===== config.mk =====
export PLATFORM = sky130hd
export DESIGN_NAME = m_scroll_ctrl
export DESIGN_NICKNAME = d
export VERILOG_FILES = /design/src/rtl/m_scroll_ctrl.sv
export SDC_FILE = /design/constraint.sdc
export NUM_CORES = 1
export LEC_CHECK = 0
export ABC_AREA = 0
export BUFFER_PORTS_ARGS = -buffer_cell sky130_fd_sc_hd__clkbuf_2
export CORE_MARGIN = 8
export CORE_UTILIZATION = 35
export DETAILED_ROUTE_END_ITERATION = 10
export PLACE_DENSITY_LB_ADDON = 0.2
export SLEW_MARGIN = 30
export SYNTH_ARGS = -nofsm -noshare
export SYNTH_HDL_FRONTEND = slang
export SYNTH_SLANG_ARGS = --single-unit

===== constraint.sdc =====
create_clock -name clk -period 4.9 [get_ports clk]
set_clock_uncertainty 0.1 [all_clocks]
set_input_delay 0.98 -clock clk [delete_from_list [all_inputs] [get_ports clk]]
set_output_delay 0.98 -clock clk [all_outputs]
set_load 0.02 [all_outputs]

===== src/rtl/m_scroll_ctrl.sv =====
// m_scroll_ctrl
//   Scrolls a 16-character message from an external ROM across a 4-digit
//   7-segment display. A 4-character window is loaded from the ROM, advanced
//   one character per scroll tick, and time-multiplexed onto a shared
//   active-low segment bus.
//
// Ports
//   clk      in   1   system clock, rising edge
//   rst_n    in   1   asynchronous active-low reset
//   tick     in   1   scroll enable pulse (1 cycle)
//   run      in   1   1 = scroll on tick, 0 = freeze window
//   sw       in   1   raw message-select switch (asynchronous)
//   rom_dat  in   8   ROM character, active-low segments {dp,g..a}
//   rom_adr  out  4   ROM address (character pointer)
//   rom_sw   out  1   ROM message select (synchronized sw, latched at restart)
//   disp     out  32  window; [31:24] leftmost digit 3 .. [7:0] rightmost digit 0
//   an       out  4   active-low one-hot digit enables; an[i] selects disp byte i
//   seg      out  8   active-low segment bus for the enabled digit
//   busy     out  1   high whenever the sequencer is not idling in RUN
module m_scroll_ctrl #(
  parameter logic [15:0] SCAN_DIV = 16'd50000
) (
  input  logic        clk,
  input  logic        rst_n,
  input  logic        tick,
  input  logic        run,
  input  logic        sw,
  input  logic [7:0]  rom_dat,
  output logic [3:0]  rom_adr,
  output logic        rom_sw,
  output logic [31:0] disp,
  output logic [3:0]  an,
  output logic [7:0]  seg,
  output logic        busy
);

  typedef enum logic [1:0] {
    FILL  = 2'd0,
    RUN   = 2'd1,
    SHIFT = 2'd2
  } state_t;

  state_t      state_q, state_d;
  logic [3:0]  ptr_q, ptr_d;
  logic [1:0]  fill_cnt_q, fill_cnt_d;
  logic [31:0] disp_q, disp_d;
  logic        rom_sw_q, rom_sw_d;
  logic        busy_q, busy_d;

  logic        sw_meta_q, sw_s_q;
  logic        restart;

  logic [15:0] cnt_q, cnt_d;
  logic [1:0]  idx_q, idx_d;
  logic [3:0]  an_q, an_d;
  logic [7:0]  seg_q, seg_d;

  // Two-flop synchronizer for the switch.
  always_ff @(posedge clk or negedge rst_n) begin
    if (!rst_n) begin
      sw_meta_q <= 1'b0;
      sw_s_q    <= 1'b0;
    end else begin
      sw_meta_q <= sw;
      sw_s_q    <= sw_meta_q;
    end
  end

  // A change of the selected message restarts the fill from character 0.
  assign restart = (sw_s_q != rom_sw_q);

  always_comb begin
    state_d    = state_q;
    ptr_d      = ptr_q;
    fill_cnt_d = fill_cnt_q;
    disp_d     = disp_q;
    rom_sw_d   = rom_sw_q;

    if (restart) begin
      rom_sw_d   = sw_s_q;
      ptr_d      = '0;
      disp_d     = '1;
      fill_cnt_d = '0;
      state_d    = FILL;
    end else begin
      case (state_q)
        FILL: begin
          disp_d     = {disp_q[23:0], rom_dat};
          ptr_d      = ptr_q + 4'd1;
          fill_cnt_d = fill_cnt_q + 2'd1;
          if (fill_cnt_q == 2'd3) begin
            state_d = RUN;
          end
        end
        RUN: begin
          // Ticks arriving in any other state or with run low are dropped.
          if (run && tick) begin
            state_d = SHIFT;
          end
        end
        SHIFT: begin
          disp_d  = {disp_q[23:0], rom_dat};
          ptr_d   = ptr_q + 4'd1;
          state_d = RUN;
        end
        default: begin
          state_d = FILL;
        end
      endcase
    end

    // Registered from the next state so busy falls in the first RUN cycle.
    busy_d = (state_d != RUN);
  end

  always_ff @(posedge clk or negedge rst_n) begin
    if (!rst_n) begin
      state_q    <= FILL;
      ptr_q      <= '0;
      fill_cnt_q <= '0;
      disp_q     <= '1;
      rom_sw_q   <= 1'b0;
      busy_q     <= 1'b1;
    end else begin
      state_q    <= state_d;
      ptr_q      <= ptr_d;
      fill_cnt_q <= fill_cnt_d;
      disp_q     <= disp_d;
      rom_sw_q   <= rom_sw_d;
      busy_q     <= busy_d;
    end
  end

  // Digit scan, free-running and independent of the sequencer.
  always_comb begin
    if (cnt_q == SCAN_DIV - 16'd1) begin
      cnt_d = '0;
      idx_d = idx_q + 2'd1;
    end else begin
      cnt_d = cnt_q + 16'd1;
      idx_d = idx_q;
    end

    an_d = ~(4'b0001 << idx_q);

    case (idx_q)
      2'd0:    seg_d = disp_q[7:0];
      2'd1:    seg_d = disp_q[15:8];
      2'd2:    seg_d = disp_q[23:16];
      default: seg_d = disp_q[31:24];
    endcase
  end

  always_ff @(posedge clk or negedge rst_n) begin
    if (!rst_n) begin
      cnt_q <= '0;
      idx_q <= '0;
      an_q  <= '1;
      seg_q <= '1;
    end else begin
      cnt_q <= cnt_d;
      idx_q <= idx_d;
      an_q  <= an_d;
      seg_q <= seg_d;
    end
  end

  assign rom_adr = ptr_q;
  assign rom_sw  = rom_sw_q;
  assign disp    = disp_q;
  assign an      = an_q;
  assign seg     = seg_q;
  assign busy    = busy_q;

endmodule


# Word-level counts from Yosys, hierarchy flattened

Index checks and enable logic that the tools add are counted.

Flip-flop bits (word level): 74
Input port bits: 13
Output and inout bits: 50
Logic and storage cells: 44

Add/sub/neg operators: 4
Equality and inequality tests: 8
Shifts and indexed selects: 1
Mux-type cells: 12
Bitwise operators: 1
Reduce and logical (&&, ||, !) cells: 6

Operators with widths:

| cell                    | count |
|---|---|
| $mux W32                | 2 |
| $pmux W8 S3             | 1 |
| $add A16 B1 Y16 const B | 1 |
| $eq A16 B16 Y1 const B  | 1 |
| $mux W16                | 1 |
| $mux W2                 | 5 |
| $mux W4                 | 2 |
| $eq A2 B2 Y1 const B    | 3 |
| $pmux W2 S3             | 1 |
| $add A2 B1 Y2 const B   | 2 |
| $add A4 B1 Y4 const B   | 1 |
| $eq A2 B1 Y1 const B    | 2 |
| $logic_not A2 Y1        | 2 |
| $not A4 Y4              | 1 |
| $reduce_bool A2 Y1      | 2 |
| $shl A1 B2 Y4 const A   | 1 |
| $ne A2 B1 Y1 const B    | 1 |
| $reduce_or A2 Y1        | 1 |
| $logic_and A1 B1 Y1     | 1 |
| $ne A1 B1 Y1            | 1 |

# Longest topological paths before layout

Gate-level depths: netlist of the first run.

Depth after elaboration: 5
Gate-level depth with buffers: 6
Depth with buffers taken out: 5

# Worst setup path after synthesis of the first run

No wires, ideal clock.

Kind: flip-flop to flip-flop
From: reg cnt_q[5]
To: reg cnt_q[11]
Library setup time: 0.125 ns
Arrival: 1.578 ns
Required time: 4.675 ns
Slack: 3.097 ns
Stages on the path, launching flop included: 5
Path buffers: 0
Clock period less this slack: 1.803 ns
Cells stage by stage: dfrtp_1 or4b_4 nor4_4 nor2_1 mux2_2

Word-level cells in the longest chain between the ends: 2
Elaborated cells on any way between the ends: 3
Those cells by class: add/sub: 1; eq/ne: 1; mux: 1

Ends and longest elaborated chain:

| item                                                     | line     | text |
|---|---|---|
| start: declaration                                       | 53       | `logic [15:0] cnt_q, cnt_d;` |
| start signal: assignment                                 | 161      | `cnt_q <= cnt_d;` |
| $add A16 B1 Y16 / $eq A16 B16 Y1 (equally long branches) | 140, 136 |  |
| $mux W16 (*)                                             | 136      | `if (cnt_q == SCAN_DIV - 16'd1) begin` |
| net cnt_d[11]                                            | 53       |  |

The timed path passes the listed nets; every way through them passes the cells marked *.
A chain may end at the register's enable or synchronous reset.

# Final worst setup path of the first run

From: reg disp_q[6] (netlist: disp[6])
To: out disp[6]

RTL lines:

| item                     | line | text |
|---|---|---|
| start: declaration       | 46   | `logic [31:0] disp_q, disp_d;` |
| start signal: assignment | 128  | `disp_q <= disp_d;` |
| end: declaration         | 31   | `output logic [31:0] disp,` |

No word-level cell between the ends.

==> results of run 1 <==
[how the worst max path moves through the flow]
stage / from / end / slack (ps) / cells after the start
after CTS: disp[6] / disp[6] / 2660 / 1
after detailed placement: rst_n / state_q[0] / 2650 / 2
after global routing: cnt_q[4] / cnt_q[11] / 2560 / 4
after global placement: rst_n / state_q[0] / 2690 / 2
final: disp[6] / disp[6] / 2700 / 1
after floorplan: cnt_q[5] / cnt_q[11] / 3100 / 4
[state kept, by name, summed over array words and instances (netlist names)]
signal      count
an              4
busy            1
cnt_q          16
disp           32
fill_cnt_q      2
idx_q           2
rom_adr         4
rom_sw          1
seg             8
state_q         2
sw_meta_q       1
sw_s_q          1
[placed cells by master (no fill, tap or decap), types with 2 or more instances in the layout]
master | netlist | final
mux2i_1 | 41 | 41
nor2_1 | 13 | 13
dfstp_2 | 45 | 45
o21ai_0 | 3 | 3
nand4_1 | 6 | 6
nand2_1 | 36 | 36
or4_1 | 2 | 2
nor2b_1 | 2 | 2
clkbuf_8 | 0 | 9
nand3b_1 | 2 | 2
a222oi_1 | 8 | 8
inv_1 | 16 | 16
a21oi_1 | 2 | 2
dfrtp_1 | 29 | 28
clkinv_4 | 0 | 3
clkbuf_2 | 0 | 61
xnor2_1 | 10 | 9
nand3_1 | 4 | 4
ha_1 | 8 | 8
buf_4 | 0 | 2
xor2_1 | 8 | 8
and3_1 | 2 | 2
[stage by stage]
stage          worst slack, ps  cells  area, um2
6_report                  2698    442       3862
5_1_grt                   2562    442       3862
4_1_cts                   2661    442       3862
3_5_place_dp              2652    426       3649
3_3_place_gp              2686    426       3646
2_1_floorplan             3097    264       3232
[final cells by class]
cell class | instances | share of cell area [%]
clock buffer | 11 | 3.952
clock inverter | 5 | 1.587
inverter | 16 | 1.555
multi-input combinational | 161 | 31.39
sequential | 74 | 49.50
tap | 111 | 3.596
timing repair buffer | 64 | 8.422
[where the power goes]
part           total [mW]  leakage [nW]  internal [mW]  switching (mW)
logic               0.258         0.774          0.112           0.146
clock network       0.493         0.109          0.268           0.225
registers           0.784         0.851          0.699          0.0850
[cells by family after synthesis]
group	synth area share, %
compound gates	3.910
simple gates	12.35
xor+xnor	4.878
fa+ha+maj	3.097
buf+inv	3.678
flops	59.04
mux	13.05
[synthesized netlist by cell type, types with 2 or more instances]
master | instances | area share [%]
ha_1 | 8 | 3.1
nand4_1 | 6 | 1.2
a21oi_1 | 2 | 0.31
a222oi_1 | 8 | 2.5
xor2_1 | 8 | 2.2
nand3b_1 | 2 | 0.46
nor2_1 | 13 | 1.5
buf_1 | 2 | 0.23
clkbuf_1 | 8 | 0.93
xnor2_1 | 10 | 2.7
buf_2 | 2 | 0.31
dfstp_2 | 45 | 37
inv_1 | 16 | 1.9
dfrtp_1 | 29 | 22
nand2_1 | 36 | 4.2
and3_1 | 2 | 0.39
or4_1 | 2 | 0.46
nand3_1 | 4 | 0.62
o21ai_0 | 3 | 0.46
mux2i_1 | 41 | 13
nor2b_1 | 2 | 0.39
[per-layer routing]
layer	up-vias	GRT usage, %	wire length (um)
met2	62	18.23	3154
met3	4	4.509	487
li1	1026	-	-
met4	0	3.777	50
met5	-	0	0
met1	1050	14.15	3030
==> metrics.md, run 1 <==
| Metric | Value |
|---|---|
| Antenna viol nets, final | `0` |
| CP max stage delay | `roughly 600 ps` |
| Final net count | `approximately 350` |
| Syn nets | `285` |
| Initial antenna violation count | `0` |
| Vias in the first global route | `2276` |
| EDFF count, synth | `0` |
| Setup CP Type | `reg -> out` |
| Clock tree buffer depth | `2` |
| Cts repair resizes | `0` |
| Worst Max-Slew Pin Slew | `659.5 ps` |
| Outcome | `finished, final reports clean` |
| Max Clk Rate | `0.4542 GHz` |
| Finished Core Util | `42.40%` |
| Vias/cell | `4.846` |
| Die footprint | `~13000 um2` |
| CTS tree | `built` |
| Synthesized area | `3232 um2` |
| Die width | `roughly 110 um` |
| RePlAce Congestion | `0.7509` |
| Ys async rst share | `100.0%` |
| Global-route wire length before repair | `~12 mm` |
| CP Launch Type | `register` |
| Post-synthesis cell type count | `36` |
| Io pins | `63` |
| Number of max-cap violations | `0` |
| H-tree levels | `3` |
| Buffers added on ports | `62` |
| Hold Path Sink | `sw_s_q` |
| Final setup violation count | `0` |
| Clock Latency Late Sink | `between 300 and 400 ps` |
| Root Buffer | `clkbuf_8` |
| Die Ht | `around 110 um` |
| Postcts setup bufs | `0` |
| # rows | `35` |
| Fill count | `886` |
| Worst reg2reg path depth | `4` |
| Mapped Avg Cell Area | `12.24 um2` |
| Clk sink count | `74` |
| Class of the worst hold path | `reg -> reg` |
| RSZ-0062 raised after global routing | `false` |
| CP Max Fanout | `4` |
| RR Endpoint | `cnt_q[11]` |
| Reg2reg setup slack | `2710 ps` |
| Core ar. | `9109 um2` |
| Largest net degree at the start of global routing | `50` |
| Min cycle time layout | `2202 ps` |
| Mapped Cells | `264` |
| Synth Register Bits | `74` |
| Grt ovf | `0` |
| Post-cts hold buffer count | `0` |
| Worst vdd ir | `0.0001782 V` |
| Hold path cells | `0` |
| Final count of hold timing violations | `0` |
| Drt first pass iters | `5` |
| CTS Buf Count | `9` |
| Period utilization | `44.93%` |
| Hold wc startpoint | `sw_meta_q` |
| Pleak | `approximately 1.7 nW` |
| Slew Limit Fails | `0` |
| ANT cells | `0` |
| CTS clock-pin slew for the worst setup and hold paths | `80 ps` |
| R2R Path Start | `cnt_q[4]` |
| Residual DRC | `0` |
| CP max-delay cell | `dfstp_2` |
| Bufs and invs on worst path | `1` |
| Critical Path RT | `3820 ps` |
| Arrival time at the worst endpoint | `1120 ps` |
| Fin Hold WS | `between 200 and 250 ps` |
| WL final | `~6.7 mm` |
| Worst slew margin | `55.70%` |
| Element type at the critical path end | `output port` |
| DR iter-0 viols | `around 140` |
| Register area | `1912 um2` |
| Crit path max-delay family | `flip-flops` |
| Area growth, synth to finish | `19.51%` |
| Initial Utilization | `35.48%` |
| Fraction of layout cells with a size suffix above 1 | `about two fifths` |
| WL/cell | `15.21 um` |
| GRT Util Overall | `11.54%` |
| Primary FF master, synth | `dfstp_2` |
| DR vias | `2142` |
| Seq/Total Area, Yosys | `about three fifths` |
| Design Power | `1.535 mW` |
| Power density over the cells | `397.5 nW/um2` |
| HPWL after DPL | `4.570 mm` |
| Post-route setup TNS | `0 ps` |
| Ys Warns | `0` |
| CP cell instances | `clkbuf_2` |
| Multi-input logic area | `1212 um2` |
Power figures use the tool's default switching activity.
==> inputs of run 2 (changes only) <==
Clock period 4.9 ns to 1.79 ns, I/O delays scaled along.
==> run 2 against run 1 <==
  * Die area stayed put
  * Register-to-register slack worse by 2700 ps
  * Clock power increased to 2.7 times the previous value
  * Routed wire length up 4.0%
  * Cell count rose by 4.5%
  * Critical path type is now reg -> reg
  * Critical endpoint is now idx_q[0]
==> metrics.md, run 2 (synthesis results as in run 1) <==
| Metric | Value |
|---|---|
| Outcome | `finished, final reports clean` |
| CTS Buf Count | `9` |
| Crit. Startpoint | `cnt_q[10]` |
| Die Ht | `112.1 um` |
| Global-route wire length before repair | `11.99 mm` |
| RePlAce Congestion | `approximately 0.8` |
| CP max-delay cell | `or4b_4` |
| Fill count | `883` |
| Pleak | `about 1.8 nW` |
| Area growth, synth to finish | `25.24%` |
| WL/cell | `15.14 um` |
| Hold wc startpoint | `sw` |
| Residual DRC | `0` |
| DR vias | `2251` |
| Initial antenna violation count | `0` |
| Final setup margin | `approximately 8 ps` |
| HPWL after DPL | `4.868 mm` |
| GRT Util Overall | `a little under an eighth` |
| Arrival time at the worst endpoint | `1950 ps` |
| Period utilization | `99.56%` |
| CTS tree | `built` |
| Worst Max-Slew Pin Slew | `between 400 and 500 ps` |
| Critical Path RT | `1960 ps` |
| Setup CP Type | `reg -> reg` |
| CP cell instances | `or4b_4 -> nor4_4 -> buf_4 -> buf_6 -> xnor2_1` |
| Class of the worst hold path | `in -> reg` |
| Largest net degree at the start of global routing | `51` |
| Number of max-cap violations | `0` |
| RSZ-0062 raised after global routing | `true` |
| WL final | `about 7.0 mm` |
| Max Clk Rate | `0.5612 GHz` |
| R2R Path Start | `cnt_q[10]` |
| Max reg flops | `32` |
| Power density over the cells | `1039 nW/um2` |
| # rows | `35` |
| Fraction of layout cells with a size suffix above 1 | `44.16%` |
| CP max stage delay | `550 ps` |
| Final net count | `367` |
| Clock tree buffer depth | `2` |
| CTS clock-pin slew for the worst setup and hold paths | `80 ps` |
| Worst slew margin | `68.71%` |
| DR iter-0 viols | `116` |
| Initial Utilization | `35.48%` |
| Die width | `between 100 and 150 um` |
| Io pins | `63` |
| Die footprint | `12560 um2` |
| Buffers added on ports | `62` |
| Antenna viol nets, final | `0` |
| CP Max Fanout | `5` |
| Core ar. | `between 9000 and 10000 um2` |
| Slew Limit Fails | `0` |
| Element type at the critical path end | `register` |
| Commonest cells after routing, fill and taps aside | `clkbuf_2 (61), dfstp_2 (45), mux2i_1 (41)` |
| H-tree levels | `3` |
| Clock Latency Late Sink | `340 ps` |
| Final count of hold timing violations | `0` |
| ANT cells | `0` |
| Final setup violation count | `0` |
| Vias in the first global route | `2390` |
| Clk sink count | `74` |
| Post-route setup TNS | `0 ps` |
| CP Launch Type | `register` |
| Root Buffer | `clkbuf_8` |
| Drt first pass iters | `4` |
| Commonest non-fill, non-tap cell in the layout | `clkbuf_2` |
| Min cycle time layout | `1782 ps` |
| Grt ovf | `0` |
| Pre-CTS setup slack | `-5.894 ps` |
| Vias/cell | `between 4 and 5` |
| Postcts setup bufs | `0` |
| Worst vdd ir | `~0.00056 V` |
run 2: changes by cell type in the layout (fill, tap and decap cells not counted), sizes merged:
cell,delta
buf,+19
clkbuf,-1
clkinv,-1
clkinvlp,+1
dlygate4sd3,+1
inv,+1
run 2: stage by stage:
step	hold slack (ps)	utilization (%)	std cells	power (mW)	cell area (um2)
floorplan	-37.59	-	264	2.617	3236
global placement	235.2	41.91	445	2.915	3817
detailed placement	237.9	41.91	445	2.923	3817
CTS	10.14	44.29	462	4.274	4034
global route	13.14	44.44	462	4.439	4048
finish	28.48	44.44	462	4.204	4048
run 2: routing by layer:
layer  share of wire [%]  vias to the layer above  GRT usage (%)  wire length (um)
met4                 1.1                        0          4.317                77
met5                   0                        -              0                 0
li1                    -                     1073              -                 -
met2                  44                       63          18.11              3061
met1                  49                     1106          15.36              3408
met3                 6.4                        9          3.918               446
run 2: layout make-up:
| type | count | area (um2) | share of cell area [%] |
|---|---|---|---|
| clock inverters | 6 | 65.06 | 1.607 |
| inverters | 16 | 60.06 | 1.484 |
| clock buffers | 10 | 137.6 | 3.400 |
| multi-input cells | 161 | 1226 | 30.29 |
| repair buffers | 84 | 510.5 | 12.61 |
| flip-flops and latches | 74 | 1909 | 47.17 |
| well taps | 111 | 138.9 | 3.431 |
run 2: worst max-delay path, delay by kind of cell (launching register included):
kind | cells | cell delay (ps)
flip-flops | 1 | 380
XOR/XNOR | 1 | 110
buffers and inverters | 2 | 310
AND/OR/NAND/NOR | 2 | 820
run 2: timing repair:
| item | 4_1_cts | 5_1_grt |
|---|---|---|
| endpoints found under the setup margin | 2 | 8 |
| endpoints found under the hold margin | 29 | 0 |
| hold buffers | 1 | 0 |
| resized for setup | 2 | 4 |
| pin swaps | 2 | 0 |
run 2: power by group:
part | total (mW) | leakage (nW) | internal (mW) | switching, mW
combinational | 0.819 | 0.888 | 0.330 | 0.488
sequential | 2.06 | 0.851 | 1.91 | 0.149
clock | 1.32 | 0.103 | 0.685 | 0.639
total | 4.20 | 1.84 | 2.93 | 1.28
run 2: worst paths after layout:
| path | end | slack, ps | depth (start not counted) |
|---|---|---|---|
| max | idx_q[0] | 8 | 5 |
| min | sw_meta_q | 30 | 1 |
| max reg2reg | idx_q[0] | 8 | 5 |
| min reg2reg | sw_s_q | 250 | 0 |
| max in group asynchronous | busy | 820 | 3 |
| min in group asynchronous | idx_q[0] | 450 | 3 |
